===== config.mk =====
export PLATFORM = sky130hd
export DESIGN_NAME = add3_seq
export DESIGN_NICKNAME = d
export VERILOG_FILES = /design/src/rtl/add3_seq.sv
export SDC_FILE = /design/constraint.sdc
export NUM_CORES = 1
export LEC_CHECK = 0
export BUFFER_PORTS_ARGS = -buffer_cell sky130_fd_sc_hd__buf_2
export CORE_MARGIN = 1
export CORE_UTILIZATION = 50
export DETAILED_ROUTE_END_ITERATION = 6
export PLACE_DENSITY = 0.74
export SLEW_MARGIN = 20
export SYNTH_ARGS = -nofsm -noshare
export SYNTH_HDL_FRONTEND = slang
export SYNTH_SLANG_ARGS = --single-unit

===== constraint.sdc =====
create_clock -name i_clk -period 3.3 [get_ports i_clk]
set_clock_uncertainty 0.05 [all_clocks]
set_input_delay 0 -clock i_clk [delete_from_list [all_inputs] [get_ports i_clk]]
set_output_delay 0 -clock i_clk [all_outputs]
set_load 0.02 [all_outputs]

===== src/rtl/add3_seq.sv =====
// Digit-serial adder: one 3-bit ripple slice reused over DIGITS cycles, LSB digit first.
// Optional subtract mode is enabled by defining ADD3_SEQ_SUB_EN.

module add3 (
    input  logic [2:0] i_a,
    input  logic [2:0] i_b,
    input  logic       i_ci,
    output logic [2:0] o_s,
    output logic       o_co
);

    // Three chained full adders.
    always_comb begin : ripple
        logic c;
        o_s  = '0;
        c    = i_ci;
        for (int i = 0; i < 3; i++) begin
            o_s[i] = i_a[i] ^ i_b[i] ^ c;
            c      = (i_a[i] & i_b[i]) | (c & (i_a[i] ^ i_b[i]));
        end
        o_co = c;
    end

endmodule

module add3_seq #(
    parameter int unsigned DIGITS = 4
) (
    input  logic                  i_clk,
    input  logic                  i_rst_n,
    input  logic                  i_start,
    input  logic [3*DIGITS-1:0]   i_a,
    input  logic [3*DIGITS-1:0]   i_b,
    input  logic                  i_c_in,
`ifdef ADD3_SEQ_SUB_EN
    input  logic                  i_sub,
`endif
    output logic                  o_busy,
    output logic                  o_done,
    output logic [3*DIGITS-1:0]   o_sum,
    output logic                  o_c_out
);

    localparam int unsigned W  = 3 * DIGITS;
    localparam int unsigned CW = (DIGITS > 1) ? $clog2(DIGITS) : 1;
    localparam logic [CW-1:0] LAST = CW'(DIGITS - 1);

    typedef enum logic {
        IDLE = 1'b0,
        RUN  = 1'b1
    } state_t;

    state_t                   r_state;
    state_t                   w_state_nxt;
    logic                     w_accept;
    logic                     w_last;
    logic                     w_done_nxt;

    logic [CW-1:0]            r_cnt;
    logic [DIGITS-1:0][2:0]   r_ra;
    logic [DIGITS-1:0][2:0]   r_rb;
    logic [DIGITS-1:0][2:0]   r_sum;
    logic                     r_cy;
    logic                     r_c_out;
    logic                     r_busy;
    logic                     r_done;

    logic [2:0]               w_dig_a;
    logic [2:0]               w_dig_b;
    logic [2:0]               w_dig_s;
    logic                     w_dig_co;

    logic [W-1:0]             w_b_load;
    logic                     w_cy_load;

    // Operand B / carry-in as they are latched; subtract uses ~b + 1.
`ifdef ADD3_SEQ_SUB_EN
    assign w_b_load  = i_sub ? ~i_b : i_b;
    assign w_cy_load = i_sub ? 1'b1 : i_c_in;
`else
    assign w_b_load  = i_b;
    assign w_cy_load = i_c_in;
`endif

    assign w_dig_a = r_ra[r_cnt];
    assign w_dig_b = r_rb[r_cnt];

    add3 u_slice (
        .i_a  (w_dig_a),
        .i_b  (w_dig_b),
        .i_ci (r_cy),
        .o_s  (w_dig_s),
        .o_co (w_dig_co)
    );

    always_ff @(posedge i_clk or negedge i_rst_n) begin
        if (!i_rst_n) begin
            r_state <= IDLE;
        end else begin
            r_state <= w_state_nxt;
        end
    end

    always_comb begin
        w_state_nxt = r_state;
        w_accept    = 1'b0;
        w_last      = 1'b0;
        w_done_nxt  = 1'b0;
        case (r_state)
            IDLE: begin
                if (i_start) begin
                    w_accept    = 1'b1;
                    w_state_nxt = RUN;
                end
            end
            RUN: begin
                if (r_cnt == LAST) begin
                    w_last      = 1'b1;
                    w_done_nxt  = 1'b1;
                    w_state_nxt = IDLE;
                end
            end
            default: w_state_nxt = IDLE;
        endcase
    end

    // Operand latch on accept, one digit written per RUN cycle.
    always_ff @(posedge i_clk or negedge i_rst_n) begin
        if (!i_rst_n) begin
            r_cnt   <= '0;
            r_ra    <= '0;
            r_rb    <= '0;
            r_sum   <= '0;
            r_cy    <= 1'b0;
            r_c_out <= 1'b0;
        end else if (w_accept) begin
            r_cnt   <= '0;
            r_ra    <= i_a;
            r_rb    <= w_b_load;
            r_cy    <= w_cy_load;
            r_sum   <= '0;
            r_c_out <= 1'b0;
        end else if (r_state == RUN) begin
            r_sum[r_cnt] <= w_dig_s;
            r_cy         <= w_dig_co;
            if (w_last) begin
                r_c_out <= w_dig_co;
            end else begin
                r_cnt <= r_cnt + CW'(1);
            end
        end
    end

    always_ff @(posedge i_clk or negedge i_rst_n) begin
        if (!i_rst_n) begin
            r_busy <= 1'b0;
            r_done <= 1'b0;
        end else begin
            r_busy <= (w_state_nxt == RUN);
            r_done <= w_done_nxt;
        end
    end

    assign o_busy  = r_busy;
    assign o_done  = r_done;
    assign o_sum   = r_sum;
    assign o_c_out = r_c_out;

endmodule


==> flow_metrics.tcl <==
set metrics [dict create \
    clock.fmax_ghz 0.343 \
    grt_pass1_wl_um 6610 \
    crit_top_cell "fa_1" \
    ys_seq_elements 42 \
    worst_slew_pin_slew_ns 0.912 \
    clockRootBuffer "clkbuf_8" \
    area_growth_syn_to_layout_pct 32.3 \
    crit_chain "mux4_2 -> fa_1 -> inv_1 -> fa_1 -> inv_1 -> fa_1 -> mux2_2 -> a22o_1" \
    grt_max_degree 43 \
    worstHoldPathType "input port to flip-flop" \
    viasPerCell 5.29 \
    h-tree-depth 2 \
    slowest_stage "mux4_2" \
    rr_startpoint "r_cnt[0]" \
    path_max_fanout 6 \
    cts.clk_slew.worst_paths_ns 0.08 \
    grt_pass1_vias 1443 \
    insertion_delay_ns 0.29 \
    netlist_area_um2 1980 \
    ys_seq_area_frac 0.530 \
    die_area_um2 4230 \
    min_period_ns 2.91 \
    die_h_um 65 \
    rsz0062_at_grt "false" \
    critPathMaxStageDelay_ns 0.57 \
    dr.pass1.iters 4 \
    n_antenna_cell 0 \
    p_leak_nw 1.26 \
    cts_tree "built" \
    status "completed" \
    drt_iter0_drc 53 \
    drt_wl_total_um 3870 \
    path_class "flip-flop to flip-flop" \
    ir_drop_mv 0.532 \
    regArea_um2 1050 \
    cp-start-kind "flip-flop" \
    regToRegSetupSlack_ns 0.39 \
    netlist_instances 135 \
    final_nets 238 \
    vias 1332 \
    cts_made_buffers 5 \
    core_area_um2 3740 \
    postRouteAntennaNets 0 \
    fin_crit_sh 0.883 \
    num_io_pins 43 \
    syn_nets 170 \
    setup_tns_ns 0 \
    cp-endpoint "o_sum[2]" \
    startpoint "r_cnt[0]" \
    dp_hpwl_um 2660 \
    antenna_found_initial 0 \
    critPathArrivalTime_ns 3.05 \
    hold_viol 0 \
    critPathCaptureType "flip-flop" \
    clk_path_buf_depth 2 \
    synth.distinct_cells 20 \
    cts_sinks 42 \
    slew_viol_final 0 \
    wl_per_cell_um 15.4 \
    gp_congestion 0.738 \
    totalPowerFinal_mw 2.86 \
    ctsResizeCount 0 \
    syn_avg_cell_area_um2 14.7 \
    pwr_density_cell_nw_per_um2 1090 \
    relSlewSlack 0.392 \
    regToRegEndpoint "o_sum[2]" \
    reg2reg_depth 8 \
    drv_cap 0 \
    multi_input_area_um2 852 \
    synth_warnings 0 \
    io_buffers 42 \
    holdWs_ns 0.00692 \
    rows 22 \
    final_layout_size_suffix_gt1_frac 0.338 \
    drc 0 \
    fillers 286 \
    initial_utilization 0.530 \
    globalRouteOverflowTotal 0 \
    die_width_um 65 \
    final_cell_mix "buf_2 (42), dfrtp_1 (42), mux2_1 (26)" \
    required_ns 3.43 \
    finalSetupViolations 0 \
    grtUsageTotal 0.214 \
]
[per-stage QoR]
step / worst slack, ns / std cells / utilization / area (um2)
after CTS: 0.384 / 252 / 0.702 / 2630
after floorplan: 0.464 / 135 / - / 1980
after global routing: 0.215 / 252 / 0.702 / 2630
after global placement: 0.461 / 219 / 0.597 / 2230
final: 0.386 / 252 / 0.702 / 2630
after detailed placement: 0.391 / 219 / 0.597 / 2230
[layout make-up]
type                       instances  area share
sequential                        42       0.400
multi-input combinational         74       0.324
timing repair buffer              70       0.184
clock buffer                       6      0.0314
clock inverter                     2      0.0229
tap                               48      0.0229
inverter                          10      0.0143
[metal layers]
| layer | routed length [um] | up-vias | GRT usage | share of wire |
|---|---|---|---|---|
| met3 | 163 | 6 | 0.0616 | 0.042 |
| met2 | 2020 | 38 | 0.358 | 0.52 |
| li1 | - | 611 | - | - |
| met5 | 0 | - | 0 | 0 |
| met4 | 53 | 0 | 0.0833 | 0.014 |
| met1 | 1640 | 677 | 0.258 | 0.42 |
[cells by family (layout without fill, tap and decap cells)]
| kind of cell | after synthesis | in the layout | synth area share |
|---|---|---|---|
| adder cells (fa/ha/maj) | 7 | 7 | 0.0555 |
| flip-flops | 42 | 42 | 0.530 |
| XOR/XNOR | 1 | 1 | 0.00441 |
| multiplexers | 45 | 45 | 0.286 |
| AND/OR/NAND/NOR | 5 | 5 | 0.0132 |
| AO/OA/AOI/OAI | 16 | 16 | 0.0687 |
| buffers and inverters | 19 | 88 | 0.0422 |
[report_power, final]
part	internal [mW]	switching, mW	total, mW	leakage (nW)
clock network	0.323	0.174	0.497	0.0714
logic	0.746	0.649	1.40	0.675
registers	0.773	0.191	0.964	0.510
[Yosys cell counts, drive strengths merged]
cell    number  share of area
clkbuf       2         0.0038
mux2i        5          0.025
xnor2        1         0.0044
mux2        34           0.19
fa           3          0.030
buf          7          0.020
inv         10          0.019
nor2b        1         0.0032
and2         1         0.0032
nand2        1         0.0019
mux4         6          0.068
ha           4          0.025
o21ai        1         0.0025
nor2         2         0.0050
dfrtp       42           0.53
a22o        15          0.066
[worst min-delay path by stage]
stage / start / to / slack [ns] / cells after the start
finish: i_c_in / r_cy / 0.007 / 3
CTS: i_c_in / r_cy / 0.02 / 3
global placement: i_rst_n / o_sum[3] / 0.10 / 1
floorplan: i_rst_n / o_busy / -0.35 / 0
detailed placement: i_rst_n / o_sum[6] / 0.12 / 1
global route: i_c_in / r_cy / 0.02 / 3
[sequential cells by signal, summed over array words and instances (netlist names)]
register	cells
r_rb	12
r_cy	1
r_ra	12
o_busy	1
o_done	1
r_cnt	2
o_sum	12
o_c_out	1
[worst max-delay path: cells and delay by family (launching register included)]
family / cells / cell delay [ns]
buf+inv: 2 / 0.13
flops: 1 / 0.53
fa+ha+maj: 3 / 1.04
compound gates: 1 / 0.18
mux: 2 / 0.87
[timing repair]
| action | in CTS | in global routing |
|---|---|---|
| hold buffers | 25 | 0 |
| endpoints found under the hold margin | 66 | 0 |
| setup buffers | 0 | 0 |
(Power assumes the default switching activity.)
